File: src/rtl/ip_bwd_sched.sv
// Issue sequencer for the inner-product backward datapath.
// Walks rows x chunks, issues data/weight reads under accumulator credit
// control, tags each read with a 7-bit sequence id that travels with the read
// data, and labels returned partial products with their row and chunk.
//
// Handshake: an issue happens in any cycle where rd_en=1 (no back-pressure
// from memory); a return is taken in any RUN/DRAIN cycle where ret_id[7]=1;
// a credit comes back in any cycle where cred_ret=1.
module ip_bwd_sched #(
  parameter int ADDR_W  = 16,
  parameter int MEM_LAT = 1,
  parameter int CREDITS = 16
) (
  input  logic              clk,
  input  logic              reset,
  input  logic              start,
  input  logic [ADDR_W-1:0] cfg_rows,
  input  logic [ADDR_W-1:0] cfg_chunks,
  output logic              busy,
  output logic              done,
  output logic              rd_en,
  output logic [ADDR_W-1:0] data_addr,
  output logic [ADDR_W-1:0] wt_addr,
  output logic [7:0]        dp_id,
  input  logic [7:0]        ret_id,
  input  logic              cred_ret,
  output logic              res_valid,
  output logic [ADDR_W-1:0] res_row,
  output logic [ADDR_W-1:0] res_chunk,
  output logic              res_last,
  output logic              err
);

  typedef enum logic [1:0] {S_IDLE, S_RUN, S_DRAIN, S_FIN} state_t;

  state_t            state, state_nx;
  logic [7:0]        credits;
  logic [ADDR_W-1:0] rows_q, chunks_q;
  logic [ADDR_W-1:0] iss_row, iss_chunk, wt_cnt;
  logic [ADDR_W-1:0] ret_row, ret_chunk;
  logic [6:0]        tag, exp_tag;
  logic              ret_done;
  logic [7:0]        dly [MEM_LAT];

  logic accept, issue, chunk_wrap, iss_last;
  logic ret_fire, ret_wrap, ret_is_last;

  // State register
  always_ff @(posedge clk or posedge reset) begin
    if (reset) state <= S_IDLE;
    else       state <= state_nx;
  end

  // Next-state logic
  always_comb begin
    state_nx = state;
    case (state)
      S_IDLE:  if (start) state_nx = (cfg_rows == '0 || cfg_chunks == '0) ? S_FIN : S_RUN;
      S_RUN:   if (iss_last) state_nx = S_DRAIN;
      S_DRAIN: if (ret_done || (ret_fire && ret_is_last)) state_nx = S_FIN;
      S_FIN:   state_nx = S_IDLE;
      default: state_nx = S_IDLE;
    endcase
  end

  // Output / strobe decode
  always_comb begin
    accept      = (state == S_IDLE) && start;
    issue       = (state == S_RUN) && (credits != 8'd0);
    chunk_wrap  = (iss_chunk == chunks_q - ADDR_W'(1));
    iss_last    = issue && chunk_wrap && (iss_row == rows_q - ADDR_W'(1));
    ret_fire    = ret_id[7] && (state == S_RUN || state == S_DRAIN);
    ret_wrap    = (ret_chunk == chunks_q - ADDR_W'(1));
    ret_is_last = ret_wrap && (ret_row == rows_q - ADDR_W'(1));
    busy        = (state != S_IDLE);
    rd_en       = issue;
    data_addr   = iss_chunk;
    wt_addr     = wt_cnt;
    dp_id       = dly[MEM_LAT-1];
  end

  // Config latch and issue-side counters; wt_addr is a running count
  always_ff @(posedge clk or posedge reset) begin
    if (reset) begin
      rows_q    <= '0;
      chunks_q  <= '0;
      iss_row   <= '0;
      iss_chunk <= '0;
      wt_cnt    <= '0;
      tag       <= '0;
    end else if (accept) begin
      rows_q    <= cfg_rows;
      chunks_q  <= cfg_chunks;
      iss_row   <= '0;
      iss_chunk <= '0;
      wt_cnt    <= '0;
      tag       <= '0;
    end else if (issue) begin
      if (chunk_wrap) begin
        iss_chunk <= '0;
        iss_row   <= iss_row + ADDR_W'(1);
      end else begin
        iss_chunk <= iss_chunk + ADDR_W'(1);
      end
      wt_cnt <= wt_cnt + ADDR_W'(1);
      tag    <= tag + 7'd1;
    end
  end

  // Credit pool: issue takes one, cred_ret gives one back, never above CREDITS
  always_ff @(posedge clk or posedge reset) begin
    if (reset) begin
      credits <= 8'(CREDITS);
    end else if (issue && !cred_ret) begin
      credits <= credits - 8'd1;
    end else if (!issue && cred_ret && credits < 8'(CREDITS)) begin
      credits <= credits + 8'd1;
    end
  end

  // Id delay line so dp_id lines up with the memory read data
  always_ff @(posedge clk or posedge reset) begin
    if (reset) begin
      for (int i = 0; i < MEM_LAT; i++) dly[i] <= '0;
    end else begin
      dly[0] <= {issue, tag};
      for (int i = 1; i < MEM_LAT; i++) dly[i] <= dly[i-1];
    end
  end

  // Return side: label results in issue order and check the sequence tag
  always_ff @(posedge clk or posedge reset) begin
    if (reset) begin
      res_valid <= 1'b0;
      res_row   <= '0;
      res_chunk <= '0;
      res_last  <= 1'b0;
      ret_row   <= '0;
      ret_chunk <= '0;
      exp_tag   <= '0;
      ret_done  <= 1'b0;
      err       <= 1'b0;
    end else begin
      res_valid <= ret_fire;
      if (accept) begin
        ret_row   <= '0;
        ret_chunk <= '0;
        exp_tag   <= '0;
        ret_done  <= 1'b0;
      end else if (ret_fire) begin
        res_row   <= ret_row;
        res_chunk <= ret_chunk;
        res_last  <= ret_wrap;
        if (ret_wrap) begin
          ret_chunk <= '0;
          ret_row   <= ret_row + ADDR_W'(1);
        end else begin
          ret_chunk <= ret_chunk + ADDR_W'(1);
        end
        exp_tag <= exp_tag + 7'd1;
        if (ret_is_last) ret_done <= 1'b1;
        if (ret_id[6:0] != exp_tag) err <= 1'b1;
      end
    end
  end

  // Done pulse trails the FIN cycle so it never overlaps busy
  always_ff @(posedge clk or posedge reset) begin
    if (reset) done <= 1'b0;
    else       done <= (state == S_FIN);
  end

endmodule

File: config.mk
export PLATFORM = sky130hd
export DESIGN_NAME = ip_bwd_sched
export DESIGN_NICKNAME = d
export VERILOG_FILES = /design/src/rtl/ip_bwd_sched.sv
export SDC_FILE = /design/constraint.sdc
export NUM_CORES = 1
export LEC_CHECK = 0
export CORE_AREA = 2 2 147 149
export CTS_CLUSTER_DIAMETER = 150
export CTS_CLUSTER_SIZE = 25
export DETAILED_ROUTE_END_ITERATION = 8
export DIE_AREA = 0 0 149 151
export PLACE_DENSITY = 0.69
export SLEW_MARGIN = 20
export SYNTH_ARGS = -nofsm -noshare
export SYNTH_HDL_FRONTEND = slang
export SYNTH_SLANG_ARGS = --single-unit
File: constraint.sdc
create_clock -name clk -period 7.1 [get_ports clk]
set_input_delay 0.71 -clock clk [delete_from_list [all_inputs] [get_ports clk]]
set_output_delay 0.71 -clock clk [all_outputs]
set_load 0.01 [all_outputs]
Word-level counts from Yosys, hierarchy flattened
Cells that the tools add are included.
- bits of input ports: 44
- memory bits (writable): 0
- ROM bits: 0
- memories: 0
- output and inout port bits: 78
- latch bits: 0
- logic and storage cells: 103
- bits in registers: 181
- reduce and logical (&&, ||, !) cells: 32
- bitwise operators: 1
- add/subtract/negate cells: 11
- $mul: 0
- eq/ne operators: 11
- $lt $le $gt $ge: 1
- div/mod/pow operators: 0
- shift operators: 0
- mux-type cells: 28
- operators by type and width (operator ; number):
    16-bit two-way mux ; 14
    16-bit by 1-bit adder with 16-bit output (second input constant) ; 5
    16-bit equality test ; 4
    16-bit logical NOT ; 2
    16-bit by 1-bit subtractor with 16-bit output (second input constant) ; 2
    7-bit two-way mux ; 4
    8-bit two-way mux ; 2
    7-bit by 1-bit adder with 7-bit output (second input constant) ; 2
    2-bit nonzero test ; 7
    1-bit logical AND ; 10
    8-bit by 1-bit adder with 8-bit output (second input constant) ; 1
    8-bit by 5-bit < comparator with 1-bit output (second input constant) ; 1
    2-bit two-way mux ; 4
    2-bit case mux with 4 select lines ; 1
    2-bit AND reduction ; 4
    8-bit nonzero test ; 1
    8-bit by 1-bit subtractor with 8-bit output (second input constant) ; 1
    7-bit != test ; 1
    2-bit != test (second input constant) ; 3
    3-bit AND reduction ; 2
    2-bit equality test (second input constant) ; 2
    1-bit logical OR ; 3
    1-bit two-way mux ; 3
    2-bit by 1-bit equality test with 1-bit output (second input constant) ; 1
    3 further kinds ; 4

Depth between registers and ports, before layout
- word-level depth: 7
- mapped depth: 16
- mapped depth without buffers: 16

Worst setup path after synthesis
No wires, ideal clock.
- kind: register -> register
- start: register chunks_q[0]
- end: register state[1]
- slack: 3.705 ns
- data required time: 7.021 ns
- library setup time: 0.079 ns
- cell stages (with the launch flop): 13
- clock period less this slack: 3.395 ns
- buffers on the path: 1
- data arrival time: 3.316 ns
- path through: dfrtp_1 -> buf_2 -> inv_1 -> ha_1 -> nor3b_2 -> and4_1 -> nand2_1 -> a2111o_1 -> or4_4 -> or2_4 -> o32a_1 -> a31oi_1 -> mux2i_1
- longest elaborated chain between the ends: 7
- elaborated cells on any way between the ends: 11
- classes of those cells: add/sub: 1; eq/ne: 4; reduce/logical: 6
- RTL lines (element ; RTL line ; text):
    start, declared ; 38 ; logic [ADDR_W-1:0] rows_q, chunks_q;
    start signal, assigned ; 93 ; chunks_q <= cfg_chunks;
    16-bit by 1-bit subtractor with 16-bit output (*) ; 70, 73 ;
    16-bit equality test ; 73 ; ret_wrap = (ret_chunk == chunks_q - ADDR_W'(1));
    1-bit logical AND ; 74 ; ret_is_last = ret_wrap && (ret_row == rows_q - ADDR_W'(1));
    1-bit logical AND ; 60 ; S_DRAIN: if (ret_done || (ret_fire && ret_is_last)) state_nx = S_FIN;
    1-bit logical OR ; 60 ;
    2-bit != test (no source line) ; - ;
    3-bit AND reduction (no source line) (*) ; - ;
    end signal, assigned ; 51 ; else state <= state_nx;
    end, declared ; 36 ; state_t state, state_nx;
Every way passes the cells marked *; elsewhere a longest branch is shown, timed or not.
A chain may end at the register's enable or synchronous reset.

Worst setup path after layout
- start: register chunks_q[0]
- end: register ret_row[12]
- longest elaborated chain between the ends: 4
- RTL lines (element ; RTL line ; text):
    16-bit by 1-bit subtractor with 16-bit output ; 73 ;
    16-bit equality test ; 73 ;
    2-bit nonzero test (no source line) ; - ;
    2-bit AND reduction (no source line) ; - ;
    end signal, assigned ; 156 ; ret_row <= ret_row + ADDR_W'(1);
    end, declared ; 40 ; logic [ADDR_W-1:0] ret_row, ret_chunk;
Every way passes these cells.

==> run_results.csv <==
group,metric,value,unit
global_route,grtUsageTotal,0.241,
clocking,cts-htree-levels,4,
critical_path,path_cells,"inv_1, ha_1, nor3b_2, nand4_1, a21o_1, or4_1, nor4_1, nand3_1, nor2_1, a21oi_1, a31o_2",
synthesis,synth-seq-cells,181,
finish,drive_gt1_frac,0.0501,
sta,period_needed,4.15,ns
sta,setup-tns-final,0,ns
route,totalWireLength,26200,µm
sta,slew_violations,0,
global_route,grt_pass1_wl,43300,µm
floorplan,start_util,0.496,
floorplan,num_rows,53,
global_route,globalRouteOverflowTotal,0,
finish,final_cells,1552,
clocking,cts_tree,"yes",
floorplan,die_h,151,µm
clocking,worst_skew_pair.late_latency,0.44,ns
power,power_density,343,nW/µm²
place,globalplace.congestion,0.943,
synthesis,syn-num-nets,1247,
route,drt_iter0_drc,653,
power,p_leak,0.00543,µW
clocking,clk_pin_slew,0.08,ns
floorplan,io_pins,122,
critical_path,cp_slowest_cell,"nor3b_2",
synthesis,yosysSeqAreaShare,0.438,
sta,fmax,241,MHz
clocking,cts_sinks,181,
critical_path,crit_family,"simple AND/OR/NAND/NOR gates",
clocking,cts_setup_buffers,0,
critical_path,endpoint_kind,"flop",
synthesis,synth_cell_types,70,
critical_path,critPathBufInv,1,
place,dp_cells,1520,
route,via_per_inst,5.66,
sta,fin_crit_sh,0.585,
critical_path,slowest_delay,0.57,ns
place,portBuffers,121,
sta,grt_setup_unrepaired,"no",
sta,hold_viol,0,
route,num_vias,8781,
finish,fillCellCount,1894,
finish,final_nets,1329,
global_route,grt_pass1_vias,8161,
route,first_pass_iters,5,
sta,slew_headroom,0.392,
clocking,cts_buffer_depth,2,
clocking,cts-resized-gates,0,
place,placed_cell_area,11700,µm²
synthesis,syn_area,10300,µm²
critical_path,critPathRequiredTime,7.43,ns
global_route,grt_max_degree,75,
clocking,ctsHoldBuffers,0,
floorplan,fp.dieW,149,µm
critical_path,worst-setup-path-type,"reg -> reg",
outcome,outcome,"complete, no violations",
clocking,root_buffer,"clkbuf_16",
finish,syn_to_final_growth,18.9,%
global_route,grt_antenna_before_repair,0,
route,routedWlPerCell,16.9,µm
place,dp_hpwl,18700,µm
critical_path,cp_max_fo,10,
sta,tightest_slew,0.909,ns
min_path,hold_class,"reg -> reg",
critical_path,worstPathArrival,4.48,ns
sta,finClkSkew,0.0133,ns
synthesis,ys_warn_count,0,
floorplan,fp.coreArea,20800,µm²
critical_path,crit_path_start_kind,"flop",
synthesis,synth-edff-count,0,
route,drc,0,
synthesis,syn_inst,1182,
clocking,cts_buffers,17,
floorplan,die-area,22500,µm²
flow_run,cap_violations,0,
finish,finish.instance_area,12300,µm²
power,ir_drop,0.240,mV
synthesis,syn_area_per_cell,8.74,µm²
sta,setup_viol,0,
synthesis,ys.flop_type,"dfrtp_1",
route,antenna_left,0,
synthesis,postSynth.asyncResetShare,1.00,
finish,antenna_cells,0,
-- per-layer routing --
| layer | global-route usage | vias up | share of wire |
|---|---|---|---|
| met5 | 0 | - | 0 |
| met4 | 0.0629 | 0 | 0.017 |
| met3 | 0.0389 | 35 | 0.063 |
| met2 | 0.352 | 305 | 0.43 |
| met1 | 0.373 | 4197 | 0.49 |
| li1 | - | 4244 | - |
-- cells in the mapped netlist (4+ instances only) --
| master | instances | area, µm² |
|---|---|---|
| o2111ai_1 | 4 | 35.0 |
| o21ai_0 | 70 | 350 |
| clkbuf_1 | 49 | 184 |
| and4_1 | 5 | 43.8 |
| and2_1 | 4 | 25.0 |
| nor3b_1 | 11 | 82.6 |
| nand2_1 | 250 | 938 |
| inv_1 | 29 | 109 |
| dfrtp_1 | 180 | 4500 |
| mux2i_1 | 8 | 80.1 |
| nor3_2 | 4 | 40.0 |
| ha_1 | 20 | 250 |
| nor3_1 | 22 | 110 |
| buf_1 | 9 | 33.8 |
| a21o_1 | 15 | 113 |
| xor2_1 | 49 | 429 |
| or3_1 | 13 | 81.3 |
| o31ai_1 | 6 | 45.0 |
| or4_1 | 8 | 60.1 |
| nand4_1 | 26 | 163 |
| a21oi_1 | 41 | 205 |
| nor2b_1 | 8 | 50.1 |
| a31oi_1 | 6 | 37.5 |
| a211oi_1 | 6 | 45.0 |
| xnor2_1 | 83 | 727 |
| nand2b_1 | 8 | 50.1 |
| and3_1 | 26 | 163 |
| nand3_1 | 32 | 160 |
| nand3b_1 | 4 | 30.0 |
| buf_2 | 5 | 25.0 |
| nor4_1 | 25 | 156 |
| nor2_1 | 95 | 357 |
-- logic make-up after synthesis --
family | share of synthesized area
simple gates | 0.259
compound gates | 0.112
flops | 0.438
xor+xnor | 0.118
buf+inv | 0.0356
fa+ha+maj | 0.0261
mux | 0.00993
-- power breakdown --
| group | internal (µW) | leakage [µW] | total (µW) | switching, µW |
|---|---|---|---|---|
| clock | 479 | 0.000290 | 957 | 478 |
| combinational | 719 | 0.00272 | 1720 | 996 |
| sequential | 1220 | 0.00242 | 1550 | 328 |
-- area by class of cell --
cell class	instances	area, µm²	area share
clock buffer	17	425	0.0346
clock inverter	15	173	0.0140
inverter	29	114	0.00926
multi-input combinational	907	5440	0.443
sequential	181	4530	0.369
tap	275	344	0.0280
timing repair buffer	128	1260	0.103
-- metrics by stage --
step                      worst slack (ns)  utilization  hold slack, ns  power (µW)
after detailed placement              3.01        0.562           0.400        3250
after global placement                3.20        0.562           0.384        3220
after global routing                  2.57        0.590           0.431        4520
after CTS                             3.00        0.590           0.422        4220
after floorplan                       1.48            -           0.372        2750
final                                 2.95        0.590           0.412        4220
-- cells in the final DEF, fill, tap and decap left out, types with 4 or more instances in the layout --
| cell | n |
|---|---|
| o21ai_0 | 70 |
| nor2b_1 | 8 |
| nand2_1 | 250 |
| nor3b_1 | 11 |
| dfrtp_1 | 180 |
| a21oi_1 | 41 |
| or4_1 | 8 |
| xor2_1 | 49 |
| clkbuf_16 | 17 |
| inv_6 | 5 |
| clkdlybuf4s50_1 | 121 |
| nand2b_1 | 8 |
| nand3b_1 | 4 |
| nor3_2 | 4 |
| a211oi_1 | 6 |
| ha_1 | 20 |
| nand3_1 | 32 |
| a21o_1 | 15 |
| or3_1 | 13 |
| inv_8 | 5 |
| nand4_1 | 26 |
| nor2_1 | 94 |
| mux2i_1 | 8 |
| and4_1 | 5 |
| and3_1 | 26 |
| o31ai_1 | 6 |
| o2111ai_1 | 4 |
| buf_4 | 7 |
| nor4_1 | 25 |
| nor3_1 | 22 |
| xnor2_1 | 83 |
| inv_1 | 28 |
| a31oi_1 | 6 |
-- state kept, by name (all words and copies together) (netlist names) --
name	count
chunks_q	16
data_addr	16
iss_row	16
res_chunk	16
res_row	16
ret_chunk	16
ret_row	16
rows_q	16
wt_addr	16
credits	8
dp_id	8
exp_tag	7
tag	7
state	2
done	1
err	1
res_last	1
res_valid	1
ret_done	1
-- final timing paths --
path	from	end	slack (ns)	cells after the start
worst min register to register	tag[6]$_DFFE_PP0P_	dp_id[6]$_DFF_PP0_	0.41	0
max in group asynchronous	reset	res_row[9]$_DFFE_PP0P_	5.13	3
worst max-delay path	chunks_q[0]$_DFFE_PP0P_	ret_row[12]$_DFFE_PP0P_	2.95	11
worst max register to register	chunks_q[0]$_DFFE_PP0P_	ret_row[12]$_DFFE_PP0P_	2.95	11
worst min-delay path	tag[6]$_DFFE_PP0P_	dp_id[6]$_DFF_PP0_	0.41	0
min in group asynchronous	reset	res_chunk[2]$_DFFE_PP0P_	0.75	2
Note: power is estimated with default switching activity, not from simulation.
